### src/rtl/rotary_pkg.sv
// rtl/rotary_pkg.sv - shared types and default constants for the rotary step arbiter
package rotary_pkg;

    // Arbiter FSM: pick a slot, compute the new position, write it back
    typedef enum logic [1:0] {
        IDLE  = 2'd0,
        CALC  = 2'd1,
        WRITE = 2'd2
    } state_e;

    // Contents of one player's one-deep pending slot
    typedef enum logic [1:0] {
        EMPTY = 2'd0,
        INC   = 2'd1,
        DEC   = 2'd2
    } slot_e;

    localparam int DEF_STEP    = 15;
    localparam int DEF_MIN_POS = 0;
    localparam int DEF_MAX_POS = 620;

    localparam int POS_W   = 16;
    localparam int RPOS_W  = 12;
    localparam int SUM_W   = 18;

endpackage

### src/rtl/rotary_req_slot.sv
// rtl/rotary_req_slot.sv - one-deep pending step slot with capture/drop logic for one player
import rotary_pkg::*;

module rotary_req_slot (
    input  logic  clk,
    input  logic  reset,
    input  logic  inc,
    input  logic  dec,
    input  logic  clr,
    output slot_e slot,
    output logic  full,
    output logic  drop
);

    slot_e slot_q, slot_d;
    logic  drop_q, drop_d;
    logic  req;
    logic  occupied;

    // Capture a lone inc/dec; a slot being cleared this cycle counts as free
    always_comb begin
        slot_d   = slot_q;
        drop_d   = 1'b0;
        req      = inc ^ dec;
        occupied = (slot_q != EMPTY) && !clr;
        if (clr) begin
            slot_d = EMPTY;
        end
        if (req) begin
            if (occupied) begin
                drop_d = 1'b1;
            end else begin
                slot_d = inc ? INC : DEC;
            end
        end
    end

    // Slot and drop-pulse registers
    always_ff @(posedge clk) begin
        if (reset) begin
            slot_q <= EMPTY;
            drop_q <= 1'b0;
        end else begin
            slot_q <= slot_d;
            drop_q <= drop_d;
        end
    end

    assign slot = slot_q;
    assign full = (slot_q != EMPTY);
    assign drop = drop_q;

endmodule

### src/rtl/rotary_step_arbiter.sv
// rtl/rotary_step_arbiter.sv - round-robin shared +/-STEP datapath for two paddle positions (option: POS_CLAMP_EN)
import rotary_pkg::*;

module rotary_step_arbiter #(
    parameter int STEP    = DEF_STEP,
    parameter int MIN_POS = DEF_MIN_POS,
    parameter int MAX_POS = DEF_MAX_POS
) (
    input  logic              clk,
    input  logic              reset,
    input  logic [RPOS_W-1:0] reset_pos0,
    input  logic [RPOS_W-1:0] reset_pos1,
    input  logic              inc0,
    input  logic              dec0,
    input  logic              inc1,
    input  logic              dec1,
    output logic [POS_W-1:0]  pos0,
    output logic [POS_W-1:0]  pos1,
    output logic              upd0,
    output logic              upd1,
    output logic              drop0,
    output logic              drop1,
    output logic              busy
);

    state_e             state_q;
    logic               last_grant_q;
    logic               grant_q;
    logic               dir_dec_q;
    logic [POS_W-1:0]   result_q;
    logic [POS_W-1:0]   pos0_q, pos1_q;
    logic               upd0_q, upd1_q;
    logic               busy_q;

    slot_e              slot0, slot1;
    logic               full0, full1;
    logic               clr0, clr1;
    logic               grant_pick;
    slot_e              pick_slot;
    logic [POS_W-1:0]   pos_sel;
    logic [POS_W-1:0]   result_d;

    // The granted slot is released in the same cycle its result lands
    assign clr0 = (state_q == WRITE) && !grant_q;
    assign clr1 = (state_q == WRITE) &&  grant_q;

    rotary_req_slot u_slot0 (
        .clk   (clk),
        .reset (reset),
        .inc   (inc0),
        .dec   (dec0),
        .clr   (clr0),
        .slot  (slot0),
        .full  (full0),
        .drop  (drop0)
    );

    rotary_req_slot u_slot1 (
        .clk   (clk),
        .reset (reset),
        .inc   (inc1),
        .dec   (dec1),
        .clr   (clr1),
        .slot  (slot1),
        .full  (full1),
        .drop  (drop1)
    );

    // Round-robin choice: lone full slot wins, a tie goes to whoever was not served last
    always_comb begin
        grant_pick = 1'b0;
        if (full0 && full1) begin
            grant_pick = ~last_grant_q;
        end else if (full1) begin
            grant_pick = 1'b1;
        end
        pick_slot = grant_pick ? slot1 : slot0;
    end

`ifdef POS_CLAMP_EN
    localparam logic signed [SUM_W-1:0] STEP_S = SUM_W'(STEP);
    localparam logic signed [SUM_W-1:0] MIN_S  = SUM_W'(MIN_POS);
    localparam logic signed [SUM_W-1:0] MAX_S  = SUM_W'(MAX_POS);
    localparam logic [POS_W-1:0]        MIN_P  = POS_W'(MIN_POS);
    localparam logic [POS_W-1:0]        MAX_P  = POS_W'(MAX_POS);

    logic signed [SUM_W-1:0] operand;
    logic signed [SUM_W-1:0] sum;

    // Shared adder in 18-bit signed arithmetic, then clamp into [MIN_POS, MAX_POS]
    always_comb begin
        pos_sel  = grant_q ? pos1_q : pos0_q;
        operand  = {2'b00, pos_sel};
        sum      = dir_dec_q ? (operand - STEP_S) : (operand + STEP_S);
        result_d = sum[POS_W-1:0];
        if (!dir_dec_q && (sum > MAX_S)) begin
            result_d = MAX_P;
        end else if (dir_dec_q && (sum < MIN_S)) begin
            result_d = MIN_P;
        end
    end
`else
    localparam logic [POS_W-1:0] STEP_P = POS_W'(STEP);

    // Shared adder; only the low 16 bits of the signed sum survive, so positions wrap
    always_comb begin
        pos_sel  = grant_q ? pos1_q : pos0_q;
        result_d = dir_dec_q ? (pos_sel - STEP_P) : (pos_sel + STEP_P);
    end
`endif

    // Arbiter FSM with position registers and registered pulse/busy outputs
    always_ff @(posedge clk) begin
        if (reset) begin
            state_q      <= IDLE;
            last_grant_q <= 1'b1;
            grant_q      <= 1'b0;
            dir_dec_q    <= 1'b0;
            result_q     <= '0;
            pos0_q       <= {4'b0000, reset_pos0};
            pos1_q       <= {4'b0000, reset_pos1};
            upd0_q       <= 1'b0;
            upd1_q       <= 1'b0;
            busy_q       <= 1'b0;
        end else begin
            upd0_q <= 1'b0;
            upd1_q <= 1'b0;
            case (state_q)
                IDLE: begin
                    if (full0 || full1) begin
                        grant_q      <= grant_pick;
                        last_grant_q <= grant_pick;
                        dir_dec_q    <= (pick_slot == DEC);
                        state_q      <= CALC;
                        busy_q       <= 1'b1;
                    end
                end
                CALC: begin
                    result_q <= result_d;
                    state_q  <= WRITE;
                end
                WRITE: begin
                    if (grant_q) begin
                        pos1_q <= result_q;
                        upd1_q <= 1'b1;
                    end else begin
                        pos0_q <= result_q;
                        upd0_q <= 1'b1;
                    end
                    state_q <= IDLE;
                    busy_q  <= 1'b0;
                end
                default: begin
                    state_q <= IDLE;
                    busy_q  <= 1'b0;
                end
            endcase
        end
    end

    assign pos0 = pos0_q;
    assign pos1 = pos1_q;
    assign upd0 = upd0_q;
    assign upd1 = upd1_q;
    assign busy = busy_q;

endmodule

### config.mk
export PLATFORM = sky130hd
export DESIGN_NAME = rotary_step_arbiter
export DESIGN_NICKNAME = d
export VERILOG_FILES = /design/src/rtl/rotary_pkg.sv /design/src/rtl/rotary_req_slot.sv /design/src/rtl/rotary_step_arbiter.sv
export SDC_FILE = /design/constraint.sdc
export NUM_CORES = 1
export LEC_CHECK = 0
export BUFFER_PORTS_ARGS = -buffer_cell sky130_fd_sc_hd__buf_2
export CAP_MARGIN = 20
export CORE_ASPECT_RATIO = 1.1
export CORE_MARGIN = 10
export CORE_UTILIZATION = 40
export DETAILED_ROUTE_END_ITERATION = 7
export PLACE_DENSITY = 0.68
export SLEW_MARGIN = 25
export SYNTH_ARGS = -nofsm -noshare
export SYNTH_HDL_FRONTEND = slang
export SYNTH_SLANG_ARGS = --single-unit
### constraint.sdc
create_clock -name clk -period 2.7 [get_ports clk]
set_clock_uncertainty 0.05 [all_clocks]
set_input_delay 0.54 -clock clk [delete_from_list [all_inputs] [get_ports clk]]
set_output_delay 0.54 -clock clk [all_outputs]
set_load 0.01 [all_outputs]
# After elaboration in Yosys (flattened, before gate mapping)
# Cells that the tools add are included.
[word_totals]
ff_bits = 62
input_bits = 30
out_inout_bits = 37
word_cells = 81
[op_classes]
addsub = 2
n_eq_ne = 5
n_mux = 27
bitwise_logic = 8
reduce_logical = 23
[op_table]
columns = ["operator", "count"]
rows = [
  ["12-bit two-way mux", 6],
  ["16-bit two-way mux", 2],
  ["2-bit two-way mux", 10],
  ["16-bit by 4-bit adder with 16-bit output (second input constant)", 1],
  ["16-bit by 4-bit subtractor with 16-bit output (second input constant)", 1],
  ["2-bit AND reduction", 6],
  ["2-bit nonzero test", 4],
  ["1-bit two-way mux", 7],
  ["1-bit inverter", 6],
  ["2-bit OR reduction", 3],
  ["1-bit logical AND", 5],
  ["2-bit == test (second input constant)", 2],
  ["2-bit inequality test (second input constant)", 2],
  ["2-bit case mux with 2 select lines", 1],
  ["1-bit zero test", 3],
  ["2-bit by 1-bit == test with 1-bit output (second input constant)", 1],
  ["2-bit zero test", 1],
  ["1-bit case mux with 2 select lines", 1],
  ["1-bit bitwise XOR", 2],
  ["1-bit logical OR", 1],
]

# Logic depth before layout (Yosys ltp)
# Gate-level depths: netlist (run 1).
[depth]
depth_word = 6
ltp_mapped = 11
ltp_nobuf = 9

# Cells and area by module
# From an unflattened synthesis (run 1), not the netlist that was laid out.
[hier_totals]
cells_unflattened = 363
area_unflattened_um2 = 3300.7
[by_module_without_submodules]
columns = ["mod", "n_inst", "cells_per_inst", "area_per_inst_um2", "seq_area_each_um2"]
rows = [
  ["rotary_step_arbiter", 1, 337, 3055.4, 1361.3],
  ["rotary_req_slot", 2, 13, 122.6, 60.1],
]

# Worst setup path before layout (run 1)
# Ideal clock, no wire load.
[synth_path]
path_kind = "register to register"
from = "register grant_q"
to = "register result_q[15]"
setup_ns = 0.117
arrival_ns = 2.848
t_required_ns = 2.533
slack_ns = -0.316
path_stages_with_launch = 12
path_buffers = 3
synth_period_minus_slack_ns = 3.016
path_cell_list = "dfxtp_1 > buf_6 > clkbuf_1 > mux2_2 > ha_1 > buf_6 > a2111oi_2 > o211ai_1 > nand2_2 > nor4_1 > or4_1 > a32o_1"
[synth_between]
elab_chain_len = 3
elab_cells_between_ends = 4
cone_classes = "2 x add/sub; 2 x mux"
[synth_rtl]
columns = ["item", "line_no", "rtl"]
rows = [
  ["start, declared", "rotary_step_arbiter.sv:28", "logic grant_q;"],
  ["start signal, assigned", "rotary_step_arbiter.sv:131", "grant_q <= grant_pick;"],
  ["16-bit two-way mux (*)", "rotary_step_arbiter.sv:107", "pos_sel = grant_q ? pos1_q : pos0_q;"],
  ["16-bit by 4-bit adder with 16-bit output or 16-bit by 4-bit subtractor with 16-bit output (tied branches)", "rotary_step_arbiter.sv:108", "result_d = dir_dec_q ? (pos_sel - STEP_P) : (pos_sel + STEP_P);"],
  ["16-bit two-way mux (*)", "rotary_step_arbiter.sv:108", ""],
  ["end signal, assigned", "rotary_step_arbiter.sv:139", "result_q <= result_d;"],
  ["end, declared", "rotary_step_arbiter.sv:30", "logic [POS_W-1:0] result_q;"],
]
# Every way passes the cells marked *; elsewhere a longest branch is shown, timed or not.
# A chain may end at the register's enable or synchronous reset.

# Worst setup path after layout (run 1)
# Ends and elaborated chain as after synthesis.

==> results.sh, run 1 <==
export IMPL_wl_um=8924
export IMPL_vdd_ir_drop_max_mv=0.4218
export IMPL_n_antenna_cell=0
export IMPL_slew_violations=0
export IMPL_cts_buffer_depth=2
export IMPL_hold_path_class="in2reg"
export IMPL_grt_pass1_vias=2954
export IMPL_syn_avg_cell_area_um2=9.130
export IMPL_holdBufCountCts=0
export IMPL_num_vias=2906
export IMPL_instances_no_fill=563
export IMPL_synthArstFlopShare_pct=0
export IMPL_grt_setup_unrepaired="yes"
export IMPL_die_area_um2=12080
export IMPL_fp_coreArea_um2=7913
export IMPL_synth_top_cell_area_share_pct=23.54
export IMPL_gp_congestion=0.9150
export IMPL_layout_worst_path_cycle_share_pct=99.25
export IMPL_relSlewSlack_pct=58.40
export IMPL_die_w_um=105.7
export IMPL_power_w=0.002844
export IMPL_drtPass1Iterations=4
export IMPL_endpoint_kind="flop"
export IMPL_synth_distinct_cells=49
export IMPL_fin_crit_ns=2.680
export IMPL_finalSetupViolCount=0
export IMPL_vias_per_cell=5.162
export IMPL_drc=0
export IMPL_ys_seq_area_share_pct=45.84
export IMPL_clock_fmax_ghz=0.3732
export IMPL_grt_ovfl_total=0
export IMPL_drive_above_1_share_pct=32.53
export IMPL_final_cell_mix="95 x nand2_1, 66 x buf_2, 36 x dfxtp_1"
export IMPL_ioPinCount=67
export IMPL_hp_start="reset_pos1[4]"
export IMPL_cts_tree="done"
export IMPL_cp_start_kind="flop"
export IMPL_start_util_pct=40.84
export IMPL_cp_required_ns=2.90
export IMPL_clk_latency_ns=0.36
export IMPL_row_count=34
export IMPL_yosys_area_top_type="dfxtp_1"
export IMPL_grt_pass1_wl_um=14680
export IMPL_ys_warnings_count=0
export IMPL_grt_use_total_pct=15.28
export IMPL_worstSetupStartpoint="grant_q"
export IMPL_maxCapViolCount=0
export IMPL_die_y_um=114.3
export IMPL_p_leak_nw=1.940
export IMPL_final_common_cell="nand2_1"
export IMPL_crit_arrival_ns=2.88
export IMPL_synth_edff_count=24
export IMPL_hold_viol_final=0
export IMPL_syn_to_final_growth_pct=29.19
export IMPL_path_class="reg2reg"
export IMPL_synth_area_leaders="dfxtp_1 24%, edfxtp_1 22%, nand2_1 11%"
export IMPL_syn_inst=354
export IMPL_drtAntennaViolNets=0
export IMPL_port_buffers=66
export IMPL_syn_nets=399
export IMPL_hold_depth=3
export IMPL_hpwl_um=6604
export IMPL_synth_seq_cells=62
export IMPL_nets=495
export IMPL_drt_initial_drc_count=158
export IMPL_power_density_nw_per_um2=681.2
export IMPL_clkSinkCount=62
export IMPL_post_drt_wl_per_cell_um=15.85
export IMPL_htreeDepth=3
export IMPL_synth_area_um2=3232
export IMPL_status="finished clean"
export IMPL_cts_root_buffer="clkbuf_8"
export IMPL_worst_slew_pin_slew_ns=0.6159
export IMPL_cp_max_fo=6
export IMPL_ys_flop_type="dfxtp_1"
export IMPL_grt_max_degree=57
export IMPL_antenna_found_initial=0
export IMPL_dp_cells=544
export IMPL_r2r_start="grant_q"
export IMPL_cts_clk_slew_worst_paths_ns=0.07
export IMPL_r2r_cells=9
export IMPL_numCtsBuffers=9
## state kept, by name, indices dropped and copies added, names as in the netlist
| signal | count |
|---|---|
| busy | 1 |
| u_slot1.slot | 2 |
| upd1 | 1 |
| state_q | 2 |
| grant_q | 1 |
| u_slot0.drop | 1 |
| u_slot1.drop | 1 |
| pos0 | 16 |
| u_slot0.slot | 2 |
| last_grant_q | 1 |
| result_q | 16 |
| dir_dec_q | 1 |
| pos1 | 16 |
| upd0 | 1 |
## cell usage after synthesis, types with 2 or more instances
cell type / instances
buf_6: 2
o21a_1: 2
mux2i_1: 9
xor2_1: 6
mux2_2: 14
a21o_1: 5
nand4_1: 2
nor2_1: 20
nor2b_1: 3
nor3_1: 4
edfxtp_1: 24
o22ai_1: 3
o21ai_0: 13
nand3b_1: 6
buf_1: 2
o211ai_1: 4
clkbuf_1: 11
inv_1: 8
nand2b_1: 4
a31oi_1: 2
a211oi_1: 5
nand2_1: 96
dfxtp_1: 38
a21oi_1: 24
ha_1: 14
xnor2_1: 5
o221ai_1: 2
a21oi_2: 2
nand3_1: 4
## final timing paths
check / slack, ns / to
worst max register to register: 0.02 / result_q[15]
worst max-delay path: 0.02 / result_q[15]
worst min register to register: 0.41 / result_q[4]
worst min-delay path: 0.40 / pos1[4]
## worst max-delay path, cell delays in order, from the launching register on
cell,delay [ns]
dfxtp_4,0.38
buf_8,0.13
mux2_4,0.32
ha_4,0.27
a2111oi_4,0.35
o211ai_1,0.18
nand2_2,0.12
nor4_2,0.06
or4_1,0.47
a32o_1,0.24
## layer usage
| layer | global-route usage, % | vias to the layer above | wire [µm] |
|---|---|---|---|
| met4 | 7.949 | 0 | 192 |
| met2 | 26.24 | 65 | 4359 |
| li1 | - | 1446 | - |
| met5 | 0 | - | 0 |
| met1 | 17.09 | 1383 | 3913 |
| met3 | 3.941 | 12 | 457 |
## cell families after synthesis
family | count (synthesis) | synth area share (%)
DFF | 62 | 45.84
AOI/OAI and AO/OA | 72 | 14.32
muxes | 24 | 8.091
xor gates and xnor gates | 11 | 2.981
and+or+nand+nor | 147 | 19.59
adders and majority gates | 15 | 6.040
buffers and inverters | 23 | 3.136
## through the flow
step	util (%)	area, µm²	worst slack [ns]	TNS, ns	hold slack, ns
final	52.77	4175	0.02019	0	0.4001
after global routing	52.77	4175	-0.04706	-0.04706	0.3877
after global placement	49.81	3941	0.01464	0	0.3908
after CTS	52.23	4133	0.01540	0	0.3870
after detailed placement	49.81	3941	-0.1260	-0.1260	0.4007
after floorplan	-	3336	0.01130	0	0.3821
## layout make-up
| cell class | instances | area (µm²) |
|---|---|---|
| clock buffers | 11 | 152.6 |
| clock inverters | 5 | 23.77 |
| fillers | 746 | 3737 |
| inverters | 8 | 30.03 |
| multi-input cells | 269 | 1754 |
| flip-flops and latches | 62 | 1486 |
| well taps | 108 | 135.1 |
| repair buffers | 100 | 593.1 |
## report_power, final
part / switching [W] / internal, W
combinational: 0.000505 / 0.000464
sequential: 0.0000587 / 0.00107
clock: 0.000363 / 0.000379
## repair_timing
item	in CTS	in global routing
gates resized for setup	3	7
pin swaps	2	5
setup buffers	1	2
setup endpoints to repair	1	6
(Power assumes the default switching activity.)
==> run 2: changes to the inputs <==
--- a/config.mk
+++ b/config.mk
@@ -12,6 +12,7 @@
 export CORE_UTILIZATION = 40
 export DETAILED_ROUTE_END_ITERATION = 7
 export PLACE_DENSITY = 0.68
+export REMOVE_ABC_BUFFERS = 1
 export SLEW_MARGIN = 25
 export SYNTH_ARGS = -nofsm -noshare
 export SYNTH_HDL_FRONTEND = slang
==> results.sh, run 2 (synthesis gave the netlist of run 1 again) <==
export IMPL_wl_um=8867
export IMPL_drtAntennaViolNets=0
export IMPL_holdPathEnd="result_q[1]"
export IMPL_ioPinCount=67
export IMPL_cp_start_kind="flop"
export IMPL_slew_violations=0
export IMPL_cts_root_buffer="clkbuf_8"
export IMPL_grt_max_degree=57
export IMPL_grt_pass1_vias=2907
export IMPL_drt_initial_drc_count=132
export IMPL_power_density_nw_per_um2=691.5
export IMPL_combPwrFrac_pct=33.3
export IMPL_swShare_pct=31.73
export IMPL_cts_tree="done"
export IMPL_r2r_start="grant_q"
export IMPL_antenna_found_initial=0
export IMPL_crit_arrival_ns=2.82
export IMPL_worst_slew_pin_slew_ns=0.6553
export IMPL_hp_start="result_q[1]"
export IMPL_grt_setup_unrepaired="yes"
export IMPL_setup_tns_ns=0
export IMPL_start_util_pct=40.84
export IMPL_port_buffers=66
export IMPL_stdcell_area_um2=4214
export IMPL_p_seq_share_pct=38.7
export IMPL_maxCapViolCount=0
export IMPL_num_vias=2887
export IMPL_clock_fmax_ghz=0.3813
export IMPL_nets=494
export IMPL_hpwl_um=6420
export IMPL_clk_latency_ns=0.35
export IMPL_relSlewSlack_pct=55.74
export IMPL_hold_depth=2
export IMPL_vdd_ir_drop_max_mv=0.2990
export IMPL_layout_worst_path_cycle_share_pct=97.15
export IMPL_htreeDepth=3
export IMPL_gp_congestion=0.9316
export IMPL_drive_above_1_share_pct=32.60
export IMPL_finalSetupViolCount=0
export IMPL_reg2reg_to="result_q[15]"
export IMPL_grt_ovfl_total=0
export IMPL_p_switching_w=0.0009245
export IMPL_final_common_cell="nand2_1"
export IMPL_grt_pass1_wl_um=14380
export IMPL_drc=0
export IMPL_cp_max_fo=5
export IMPL_cp_required_ns=2.89
export IMPL_r2r_cells=9
export IMPL_die_y_um=114.3
export IMPL_grt_use_total_pct=14.74
export IMPL_row_count=34
export IMPL_p_clk_share_pct=28.0
export IMPL_r2r_slack_ns=0.08
export IMPL_p_leak_nw=1.953
export IMPL_hold_path_class="reg2reg"
export IMPL_die_area_um2=12080
export IMPL_fin_crit_ns=2.623
export IMPL_cts_buffer_depth=2
export IMPL_vias_per_cell=5.137
export IMPL_hold_viol_final=0
export IMPL_n_antenna_cell=0
export IMPL_die_w_um=105.7
export IMPL_place_area_um2=3851
export IMPL_hold_ws_ns=0.4056
export IMPL_status="finished clean"
export IMPL_path_class="reg2reg"
export IMPL_fp_coreArea_um2=7913
export IMPL_syn_to_final_growth_pct=30.39
export IMPL_clkSinkCount=62
export IMPL_final_cell_mix="96 x nand2_1, 66 x buf_2, 37 x dfxtp_1"
export IMPL_numCtsBuffers=9
export IMPL_internal_power_w=0.001989
export IMPL_post_drt_wl_per_cell_um=15.78
export IMPL_cts_clk_slew_worst_paths_ns=0.07
export IMPL_fillers=751
export IMPL_endpoint_kind="flop"
export IMPL_drtPass1Iterations=4
## run 2: final cells by class
cell class	count	area, µm²	share of cell area, %
clock buffer	14	193.9	4.602
sequential	62	1485	35.24
inverter	8	30.03	0.7126
timing repair buffer	99	585.6	13.90
tap	108	135.1	3.207
clock inverter	2	11.26	0.2672
multi-input combinational	269	1773	42.07
## run 2: how the worst max path moves through the flow
stage / start / end / slack, ns / cells after the start
global route: grant_q / result_q[15] / -0.04 / 9
detailed placement: grant_q / result_q[15] / -0.06 / 9
global placement: grant_q / result_q[15] / 0.01 / 9
CTS: grant_q / result_q[15] / 0.01 / 9
floorplan: grant_q / result_q[15] / -0.27 / 8
finish: grant_q / result_q[15] / 0.08 / 9
## run 2: layer usage
layer | global-route usage [%] | share of wire (%) | vias to the layer above | wire length [µm]
li1 | - | - | 1444 | -
met1 | 17.79 | 44 | 1344 | 3941
met2 | 23.93 | 48 | 90 | 4265
met3 | 5.011 | 6.4 | 9 | 568
met4 | 5.239 | 1.0 | 0 | 92
met5 | 0 | 0 | - | 0
## run 2: power groups by stage
stage / registers (W) / logic (W) / clock network (W)
final: 0.00113 / 0.000969 / 0.000816
after floorplan: 0.00117 / 0.000509 / 0
after detailed placement: 0.00115 / 0.000868 / 0
after CTS: 0.00113 / 0.000901 / 0.000832
after global routing: 0.00114 / 0.00107 / 0.000888
after global placement: 0.00115 / 0.000844 / 0
## run 2: worst max-delay path: stages (launching register included)
cell and delay [ns]:
dfxtp_4 0.36, buf_6 0.12, mux2_2 0.34, ha_2 0.26, o21a_1 0.20, o32a_1 0.31, nand2_2 0.08, nor4_1 0.06
or4_1 0.47, a32o_1 0.26
## run 2: timing repair
item                       in CTS  in global routing
pin swaps                       2                  3
resized for setup               6                 17
buffers inserted                2                  0
hold buffers                    0                  0
setup endpoints to repair       1                  4
cloned                          1                  0
## run 2: per-stage QoR
stage / total power, W / instances / utilization (%) / worst slack, ns
floorplan: 0.001679 / 339 / - / -0.2677
global placement: 0.001991 / 543 / 48.67 / 0.01405
detailed placement: 0.002014 / 543 / 48.67 / -0.05693
CTS: 0.002862 / 562 / 52.02 / 0.01345
global route: 0.003093 / 562 / 53.26 / -0.03598
finish: 0.002914 / 562 / 53.26 / 0.07706
